==> config.mk <==
export PLATFORM = sky130hd
export DESIGN_NAME = huffman_decoder_flat
export DESIGN_NICKNAME = d
export VERILOG_FILES = /design/src/rtl/huffman_decoder_if.sv /design/src/rtl/huffman_decoder.sv /design/src/flat_wrapper.sv
export SDC_FILE = /design/constraint.sdc
export NUM_CORES = 1
export LEC_CHECK = 0
export BUFFER_PORTS_ARGS = -buffer_cell sky130_fd_sc_hd__buf_2
export CAP_MARGIN = 20
export CORE_MARGIN = 10
export CORE_UTILIZATION = 46
export CTS_BUF_LIST = sky130_fd_sc_hd__clkbuf_4 sky130_fd_sc_hd__clkbuf_8 sky130_fd_sc_hd__clkbuf_16
export DETAILED_ROUTE_END_ITERATION = 12
export SETUP_SLACK_MARGIN = 0.2
export SLEW_MARGIN = 20
export SYNTH_ARGS = -nofsm -noshare
export SYNTH_HDL_FRONTEND = slang
export SYNTH_SLANG_ARGS = --single-unit
==> constraint.sdc <==
create_clock -name clock -period 9 [get_ports clock]
set_clock_uncertainty 0.05 [all_clocks]
set_input_delay 0.45 -clock clock [delete_from_list [all_inputs] [get_ports clock]]
set_output_delay 0.45 -clock clock [all_outputs]
set_load 0.05 [all_outputs]
==> src/rtl/huffman_decoder_if.sv <==
// Stream-side bundle for huffman_decoder: packed code words in, decoded symbols out.
interface huffman_decoder_if;
  logic [31:0] word_in;
  logic        word_valid;
  logic        word_ready;
  logic        word_last;
  logic [5:0]  last_length;
  logic [7:0]  symbol_out;
  logic        symbol_valid;
  logic        symbol_ready;

  modport master (
    output word_in, word_valid, word_last, last_length, symbol_ready,
    input  word_ready, symbol_out, symbol_valid
  );

  modport slave (
    input  word_in, word_valid, word_last, last_length, symbol_ready,
    output word_ready, symbol_out, symbol_valid
  );
endinterface

==> src/rtl/huffman_decoder.sv <==
// Table-driven Huffman decoder: LSB-first 32-bit words in, one symbol per cycle out.
// HUFFMAN_DECODER_ERR_EN: defined -> sticky ERR state; undefined -> undecodable bits are dropped one at a time.
//
// state | meaning
// IDLE  | no stream in progress; table writable
// RUN   | accepting words and decoding
// DRAIN | final word taken; decoding remaining bits
// ERR   | undecodable input seen; frozen until reset (ERR_EN builds only)
module huffman_decoder #(
  parameter int TBL_DEPTH = 16,
  parameter int MAX_LEN   = 8,
  localparam int AW       = (TBL_DEPTH > 1) ? $clog2(TBL_DEPTH) : 1
) (
  input  logic            clock,
  input  logic            resetn,
  input  logic            ce,
  input  logic            tbl_we,
  input  logic [AW-1:0]   tbl_addr,
  input  logic [7:0]      tbl_code,
  input  logic [3:0]      tbl_len,
  input  logic [7:0]      tbl_sym,
  huffman_decoder_if.slave strm,
  output logic            done,
  output logic            err
);

  localparam logic [1:0] ST_IDLE  = 2'd0;
  localparam logic [1:0] ST_RUN   = 2'd1;
  localparam logic [1:0] ST_DRAIN = 2'd2;
`ifdef HUFFMAN_DECODER_ERR_EN
  localparam logic [1:0] ST_ERR   = 2'd3;
`endif
  localparam logic [5:0] MAX_LEN_C  = 6'(MAX_LEN);
  localparam logic [3:0] MAX_LEN_L4 = 4'(MAX_LEN);

  logic [1:0]  state;
  logic [39:0] bit_buf;
  logic [5:0]  count;
  logic [7:0]  sym_q;
  logic        sym_vld;

  logic [7:0]           tcode [TBL_DEPTH];
  logic [3:0]           tlen  [TBL_DEPTH];
  logic [7:0]           tsym  [TBL_DEPTH];
  logic [TBL_DEPTH-1:0] tvld;

  logic        xfer;
  logic [5:0]  app_len;
  logic [31:0] word_mask;
  logic [39:0] view;
  logic [5:0]  view_cnt;
  logic        hit;
  logic [7:0]  hit_sym;
  logic [3:0]  hit_len;
  logic        active;
  logic        can_emit;
  logic        attempt;
  logic        decode;
  logic        bad;
  logic [5:0]  shift;
  logic [39:0] bits_nxt;
  logic [5:0]  count_nxt;

  function automatic logic [7:0] len_mask(input logic [3:0] len);
    logic [7:0] m;
    m = '0;
    for (int b = 0; b < 8; b++) m[b] = (4'(b) < len);
    return m;
  endfunction

  assign active   = (state == ST_IDLE) || (state == ST_RUN) || (state == ST_DRAIN);
  assign strm.word_ready = (count <= 6'd8) && ((state == ST_IDLE) || (state == ST_RUN));
  assign xfer     = ce && strm.word_valid && strm.word_ready;

  // Decoding looks at the buffer with this cycle's word already appended,
  // so the first symbol of a word appears the cycle right after it is taken.
  always_comb begin
    app_len = 6'd0;
    if (xfer) begin
      if (!strm.word_last || strm.last_length > 6'd32) app_len = 6'd32;
      else                                             app_len = strm.last_length;
    end
    word_mask = '0;
    for (int b = 0; b < 32; b++) word_mask[b] = (6'(b) < app_len);
    view     = bit_buf | ({8'd0, strm.word_in & word_mask} << count);
    view_cnt = count + app_len;
  end

  always_comb begin
    hit     = 1'b0;
    hit_sym = 8'd0;
    hit_len = 4'd0;
    for (int i = TBL_DEPTH - 1; i >= 0; i--) begin
      if (tvld[i] && ({2'b00, tlen[i]} <= view_cnt) &&
          (((view[7:0] ^ tcode[i]) & len_mask(tlen[i])) == 8'd0)) begin
        hit     = 1'b1;
        hit_sym = tsym[i];
        hit_len = tlen[i];
      end
    end
  end

  assign can_emit = !sym_vld || strm.symbol_ready;
  assign attempt  = active && can_emit && (view_cnt != 6'd0);
  assign decode   = attempt && hit;
  assign bad      = attempt && !hit && ((view_cnt >= MAX_LEN_C) || (state == ST_DRAIN));

  always_comb begin
    shift = 6'd0;
    if (decode) shift = {2'b00, hit_len};
`ifndef HUFFMAN_DECODER_ERR_EN
    else if (bad) shift = 6'd1;
`endif
  end

  assign bits_nxt  = view >> shift;
  assign count_nxt = view_cnt - shift;

  assign done              = (state == ST_DRAIN) && (count == 6'd0) && !sym_vld;
  assign strm.symbol_out   = sym_q;
  assign strm.symbol_valid = sym_vld;
`ifdef HUFFMAN_DECODER_ERR_EN
  assign err = (state == ST_ERR);
`else
  assign err = 1'b0;
`endif

  // Table payload carries no reset; only the valid bits are cleared.
  always_ff @(posedge clock) begin
    if (resetn && ce && tbl_we && (state == ST_IDLE)) begin
      tcode[tbl_addr] <= tbl_code;
      tlen[tbl_addr]  <= tbl_len;
      tsym[tbl_addr]  <= tbl_sym;
    end
  end

  always_ff @(posedge clock) begin
    if (!resetn) begin
      state   <= ST_IDLE;
      bit_buf <= '0;
      count   <= '0;
      sym_q   <= 8'd0;
      sym_vld <= 1'b0;
      tvld    <= '0;
    end else if (ce) begin
      bit_buf <= bits_nxt;
      count   <= count_nxt;
      if (decode) begin
        sym_q   <= hit_sym;
        sym_vld <= 1'b1;
      end else if (strm.symbol_ready) begin
        sym_vld <= 1'b0;
      end
      if (tbl_we && (state == ST_IDLE))
        tvld[tbl_addr] <= (tbl_len != 4'd0) && (tbl_len <= MAX_LEN_L4);
      case (state)
        ST_IDLE:  if (xfer) state <= strm.word_last ? ST_DRAIN : ST_RUN;
        ST_RUN:   if (xfer && strm.word_last) state <= ST_DRAIN;
        ST_DRAIN: if (done) state <= ST_IDLE;
        default:  ;
      endcase
`ifdef HUFFMAN_DECODER_ERR_EN
      if (bad) state <= ST_ERR;
`endif
    end
  end

endmodule

==> src/flat_wrapper.sv <==
// flat-port wrapper written by rule: the top's interface ports become plain ports
module huffman_decoder_flat 
#(
  parameter int TBL_DEPTH = 16,
  parameter int MAX_LEN   = 8,
  localparam int AW       = (TBL_DEPTH > 1) ? $clog2(TBL_DEPTH) : 1
)
  (clock, resetn, ce, tbl_we, tbl_addr, tbl_code, tbl_len, tbl_sym, done, err, strm_word_in, strm_word_valid, strm_word_last, strm_last_length, strm_symbol_ready, strm_word_ready, strm_symbol_out, strm_symbol_valid);
  huffman_decoder_if strm_i ();
  input  logic clock;
  input  logic resetn;
  input  logic ce;
  input  logic tbl_we;
  input  logic [AW-1:0] tbl_addr;
  input  logic [7:0] tbl_code;
  input  logic [3:0] tbl_len;
  input  logic [7:0] tbl_sym;
  output logic done;
  output logic err;
  input wire logic [$bits(strm_i.word_in)-1:0] strm_word_in;
  input wire logic [$bits(strm_i.word_valid)-1:0] strm_word_valid;
  input wire logic [$bits(strm_i.word_last)-1:0] strm_word_last;
  input wire logic [$bits(strm_i.last_length)-1:0] strm_last_length;
  input wire logic [$bits(strm_i.symbol_ready)-1:0] strm_symbol_ready;
  output wire logic [$bits(strm_i.word_ready)-1:0] strm_word_ready;
  output wire logic [$bits(strm_i.symbol_out)-1:0] strm_symbol_out;
  output wire logic [$bits(strm_i.symbol_valid)-1:0] strm_symbol_valid;
  assign strm_i.word_in = strm_word_in;
  assign strm_i.word_valid = strm_word_valid;
  assign strm_i.word_last = strm_word_last;
  assign strm_i.last_length = strm_last_length;
  assign strm_i.symbol_ready = strm_symbol_ready;
  assign strm_word_ready = strm_i.word_ready;
  assign strm_symbol_out = strm_i.symbol_out;
  assign strm_symbol_valid = strm_i.symbol_valid;
  huffman_decoder #(.TBL_DEPTH(TBL_DEPTH), .MAX_LEN(MAX_LEN)) u_core (.clock(clock), .resetn(resetn), .ce(ce), .tbl_we(tbl_we), .tbl_addr(tbl_addr), .tbl_code(tbl_code), .tbl_len(tbl_len), .tbl_sym(tbl_sym), .strm(strm_i), .done(done), .err(err));
endmodule
; Word level (Yosys, flattened, before mapping)
; Memory sizes are Yosys's and may differ from the RTL's.
; Index checks and enable logic that the tools add are counted.
; W data, S select, Z words.
[op_classes]
addsub = 2
order_cmp = 182
n_eq_ne = 5
shift = 2
n_mux = 64
n_bitwise = 34
n_reduce_logical = 83
[op_table]
columns = operator, n
row1 = $lt A3 B4 Y1 const A, 64
row2 = $and A8 B8 Y8, 16
row3 = $logic_not A8 Y1, 16
row4 = $lt A1 B4 Y1 const A, 32
row5 = $lt A2 B4 Y1 const A, 32
row6 = $mux W8, 16
row7 = $xor A8 B8 Y8, 16
row8 = $le A4 B6 Y1, 16
row9 = $lt A5 B6 Y1 const A, 16
row10 = $mux W4, 16
row11 = $logic_and A1 B1 Y1, 49
row12 = $lt A4 B6 Y1 const A, 8
row13 = $or A40 B40 Y40, 1
row14 = $shl A32 B6 Y40, 1
row15 = $shr A40 B6 Y40, 1
row16 = $and A32 B32 Y32, 1
row17 = $lt A3 B6 Y1 const A, 4
row18 = $mux W1, 22
row19 = $mux W6, 3
row20 = $bwmux W16, 1
row21 = $lt A1 B6 Y1 const A, 2
row22 = $lt A2 B6 Y1 const A, 2
row23 = $mux W2, 4
row24 = $add A6 B6 Y6, 1
row25 = other kinds (23), 32
[totals]
ff_bits = 73
ramBits = 320
output_inout_bits = 12
wordCells = 381
mem_count = 3
[mem_list]
columns = name, depth, width, rd, rd_clocked_by_memory_dff, write_ports, line
row1 = u_core.tcode, 16, 8, 16, 0, 1, huffman_decoder.sv:42  ; logic [7:0] tcode [TBL_DEPTH];
row2 = u_core.tsym, 16, 8, 16, 0, 1, huffman_decoder.sv:44  ; logic [7:0] tsym [TBL_DEPTH];
row3 = u_core.tlen, 16, 4, 16, 0, 1, huffman_decoder.sv:43  ; logic [3:0] tlen [TBL_DEPTH];

; Depth between registers and ports, before layout
[depth]
depth_word = 35
depth_mapped = 44
depth_no_buf = 37

; Worst setup path before layout
; No wires, ideal clock.
[synth_timing]
path_kind = reg-to-reg
start = register u_core.count[0]
end = register u_core.count[5]
setup_ps = 128
t_arrival_ps = 8033
required_time_ps = 8822
path_slack_ps = 789
path_stages_with_launch = 39
path_buffers = 10
period_less_slack_ps = 8211
cell_sequence = dfxtp_1 buf_2 buf_6 clkbuf_1 clkbuf_1 buf_1 clkbuf_1 buf_1 nand3_1 fa_1 xor2_1 ha_1 o21a_1 o21a_1 o21ai_0 nor3_1 a311oi_1 o2111a_1 [3 not listed] a2111o_1 a221oi_1 o21a_1 inv_2 buf_2 buf_4 ha_1 nor2b_1 o21ai_0 nand2b_1 a21oi_1 nand2_1 xor2_1 nor2_1 a21oi_1 nor2_1 a21oi_1 nor2_1
[synth_via]
elab_chain_cells = 34
word_cells_on_any_way = 179
cone_classes = 2 x add/sub / 50 x order compare / 1 x shift / 35 x mux / 34 x bitwise / 57 x reduce/logical
[synth_rtl]
columns = element, line
row1 = start: declaration, huffman_decoder.sv:38  ; logic [5:0] count;
row2 = start signal: assignment, huffman_decoder.sv:147  ; count <= count_nxt;
row3 = $le A6 B4 Y1, huffman_decoder.sv:72  ; assign strm.word_ready = (count <= 6'd8) && ((state == ST_IDLE) || (state == ST_RUN));
row4 = $logic_and A1 B1 Y1, huffman_decoder.sv:72
row5 = $logic_and A1 B1 Y1, huffman_decoder.sv:73  ; assign xfer = ce && strm.word_valid && strm.word_ready;
row6 = $mux W6, huffman_decoder.sv:79  ; if (xfer) begin
row7 = "$lt A1 B6 Y1, or another cell as far along", huffman_decoder.sv:84  ; for (int b = 0; b < 32; b++) word_mask[b] = (6'(b) < app_len);
row8 = $and A32 B32 Y32, huffman_decoder.sv:85  ; view = bit_buf | ({8'd0, strm.word_in & word_mask} << count);
row9 = $shl A32 B6 Y40, huffman_decoder.sv:85
row10 = $or A40 B40 Y40, huffman_decoder.sv:85
row11 = [2 not listed], -
row12 = $logic_not A8 Y1, huffman_decoder.sv:95  ; (((view[7:0] ^ tcode[i]) & len_mask(tlen[i])) == 8'd0)) begin
row13 = $logic_and A1 B1 Y1, huffman_decoder.sv:94  ; if (tvld[i] && ({2'b00, tlen[i]} <= view_cnt) &&
row14 = $mux W1 (16 in series), huffman_decoder.sv:94
row15 = $logic_not A1 Y1, huffman_decoder.sv:106  ; assign bad = attempt && !hit && ((view_cnt >= MAX_LEN_C) || (state == ST_DRAIN));
row16 = $logic_and A1 B1 Y1 (2 in series), huffman_decoder.sv:106
row17 = $mux W1, huffman_decoder.sv:112  ; else if (bad) shift = 6'd1;
row18 = $mux W6, huffman_decoder.sv:110  ; if (decode) shift = {2'b00, hit_len};
row19 = $sub A6 B6 Y6 (*), huffman_decoder.sv:117  ; assign count_nxt = view_cnt - shift;
; Every way passes the cells marked *; elsewhere a longest branch is shown, timed or not.
; A chain may end at the register's enable or synchronous reset.

; Worst setup path in the final report
; Ends and elaborated chain as after synthesis.

==> impl_summary.md <==
Synthesis
For this run, asynchronously set or reset flops after synthesis account for 0%. For this run, the number of Yosys warnings is 0. A synthesized cell averages 9.837 µm². Among all flip-flop cells after synthesis, the most frequent one is sky130_fd_sc_hd__edfxtp_1.

After synthesis the netlist holds a flip-flop and latch count of 393. The gate count of the mapped netlist is 2,513. Yosys mapped the design onto 114 distinct sky130hd cell types. Summing the sequential cell areas from Yosys gives 44.78% of the chip area.

The synthesized design contains 320 enable-type register cells. The net count after synthesis is 2,660. The cell area after synthesis is 24,720 µm².

STA
The final worst-path setup slack is 630.1 ps. At the pin with the least slew margin, the transition time is 1236 ps. Measured against its own limit, the worst slew margin works out to 17.57%. For this run, the top clock speed supported by timing is 119.5 MHz. The final period utilization is 93.00%. The clock period minus worst slack is 8370 ps. Setup repair after global routing left no endpoint under its margin. The total negative setup slack is 0 ps.

The final-report max-slew violation count is 0. The final hold violation count is 0. Setup violations remaining at the end of the flow were counted as 0.

Global routing
The number of antenna violations at the first check in global routing is 2. Global routing used 29.76% of the available tracks. The total congestion overflow after global routing is 0.

The via count of the first global-routing pass is 21.58k. The wire length of the first global-routing pass is 141.4 mm. The pin count of the biggest net entering global routing is 66.

Floorplanning
The core footprint is 52,870 µm². The die is 251.8 µm tall. From left edge to right edge, the die measures 251.8 µm. The row count is 84. In this run the count of I/O pins placed on the die edge is 81. The die covers 63,410 µm².

The starting utilization of the core area is 46.76%.

Cells and area
In the layout the commonest cells are 320 x sky130_fd_sc_hd__edfxtp_1, 207 x sky130_fd_sc_hd__nor2_1, 198 x sky130_fd_sc_hd__nand2_1. 0 antenna diodes ended up in the layout. The number of standard cells in the final layout excluding fillers is 3,296. The final layout contains 2,719 nets. The final standard cell area without fillers is 27,440 µm². Of the cells placed in the final design, the portion with a size suffix greater than 1 is 13.57%. Leaving out fill and tap cells, the most frequent cell in the layout is sky130_fd_sc_hd__edfxtp_1.

The area growth from synthesis to layout is 11.01%.

Place
Before CTS, the worst setup slack after placement is 820.6 ps. At the end of routability-driven placement, the weighted congestion stood at 0.9813. Buffers placed on the I/O ports in this run total 79. In this run the cell area measured after placement is 25,910 µm². Summed over all nets, the half-perimeter wirelength after detailed placement is 69.03 mm. The cell total after placement is 3,214.

Setup path
The startpoint identified for the worst register-to-register timing path is u_core.count[0]. The biggest fanout along the worst timing path is 13. For the worst setup path, the data arrival time is 8790 ps. Counting cells, the worst reg-to-reg path comes to 34.

The startpoint type of the worst setup path is a register. The internal reg-to-reg setup slack is 630 ps. For this run, the slowest stage of the critical path takes 640 ps. The type of element capturing the critical path is a register. The setup path with the least slack is of type register to register. The cell with the most instances on the worst path is sky130_fd_sc_hd__nor2_1. The endpoint required time on the critical path is 9420 ps.

The capturing point of the worst reg2reg path is u_core.count[5]. The largest individual stage delay along the critical path comes from the cell sky130_fd_sc_hd__nor4b_1.

Routing
For this block, the via count after detailed routing is 22.01k. The routed wire length is 97.12 mm. The remaining number of nets flagged by the antenna check after routing is 0.

The number of iterations in the first detailed-routing pass is 6. The number of DRC markers in iteration 0 is 2,306. The remaining design rule violation count is 0. In the final routed layout, each cell accounts on average for 29.46 µm. The detailed-route vias per instance is 6.677.

Clock tree
Clock tree synthesis found a total of 393 sinks. The clock-pin transition on the worst setup and hold timing paths is 60 ps. The clock tree synthesis step divided the H-tree into 2 levels. The clock passes through at most 3 buffers.

TritonCTS built the clock tree. Hold repair after CTS inserted 0 buffers. The cell sitting at the root of the clock tree is a sky130_fd_sc_hd__clkbuf_16. The clock latency on the worst-skew pair is 600 ps. The number of clock buffers inserted by TritonCTS is 44.

Hold path
Along the worst hold path, the cell count comes to 1. The end point of the worst hold path is u_core.tsym[0][5]. The type of the most critical hold path is input pin to register. The worst hold path startpoint is tbl_sym[5].

Power
VDD sags by at most 0.1748 mV. The reported leakage power is 9.809 nW. Power spread over the standard cell area amounts to 268.6 nW/µm².

Status
The run finished with clean final reports.

Flow run
The tool flagged a number of max-cap violations equal to 0.
==> cell usage after synthesis (all sizes together) (49+ instances only) <==
cell type  count  area (µm²)
mux2i        103        1031
edfxtp       320        9609
inv           70       275.3
nand2        198       743.2
nand3         70       350.3
ha            76       950.9
clkbuf        89       334.1
dfxtp         73        1461
o21ai        181       905.9
xnor2         49       429.2
nor2         226       865.8
nor3          87       461.7
a21oi        131       655.6
buf           58       427.9
==> power by group <==
part | internal, mW | leakage (nW) | switching [mW] | total (mW)
Clock | 1.09 | 0.746 | 0.771 | 1.86
Sequential | 2.04 | 3.47 | 0.0953 | 2.14
Combinational | 1.13 | 5.59 | 2.25 | 3.37
Total | 4.26 | 9.81 | 3.11 | 7.37
==> final cells by class <==
type                       instances  area, µm²
tap                              688      860.8
fill                            4836      25420
multi-input combinational       1899      12700
clock buffer                      60       1270
clock inverter                    22      235.2
sequential                       393      11070
timing repair buffer             161       1011
inverter                          73      286.5
==> worst max-delay path: cells and delay by family (launching register included) <==
family / cells / cell delay (ps)
adders and majority gates: 3 / 1030
buffers and inverters: 6 / 1370
and+or+nand+nor: 13 / 2740
xor gates and xnor gates: 1 / 250
AOI/OAI and AO/OA: 11 / 2460
DFF: 1 / 320
==> metal layers <==
metal,routed length [µm],track usage (%)
met2,46740,51.09
met5,13,0
met1,36660,34.74
met4,6473,17.64
met3,7228,4.811
==> worst max path at each step <==
stage                        start         endpoint  slack [ps]  cells past startpoint
2_1_floorplan      u_core.count[0]  u_core.count[5]         790                     38
3_3_place_gp   strm_last_length[5]  u_core.count[5]         690                     35
3_5_place_dp   strm_last_length[5]  u_core.count[5]         820                     35
4_1_cts            u_core.state[1]  u_core.count[5]         800                     36
5_1_grt            u_core.state[0]  u_core.count[5]         290                     38
6_report           u_core.count[0]  u_core.count[5]         630                     34
==> registers in the layout, indices dropped and copies added (netlist names) <==
register / count
u_core.tlen: 64
u_core.tvld: 16
u_core.bit_buf: 40
u_core.state: 2
u_core.strm.symbol_out: 8
u_core.tcode: 128
u_core.tsym: 128
u_core.count: 6
u_core.strm.symbol_valid: 1
==> logic make-up after synthesis <==
group | share of synthesized area (%)
AO/OA/AOI/OAI | 21.61
XOR/XNOR | 2.303
adder cells (fa/ha/maj) | 4.009
buffers and inverters | 4.277
flip-flops | 44.78
multiplexers | 5.583
other | 0.01517
AND/OR/NAND/NOR | 17.42
==> per-stage QoR <==
stage | util, % | hold WS, ps | power (mW)
global placement | 48.98 | 398.0 | 5.391
CTS | 51.87 | 185.1 | 7.300
global route | 51.91 | 209.8 | 7.689
finish | 51.91 | 208.6 | 7.370
floorplan | - | 366.3 | 4.352
detailed placement | 49.02 | 399.5 | 5.434
==> what timing repair did <==
action | 4_1_cts | 5_1_grt
setup buffers | 0 | 0
endpoints found under the setup margin | 0 | 1
resized for setup | 0 | 2
No activity file was read; power rests on OpenSTA's default activity.
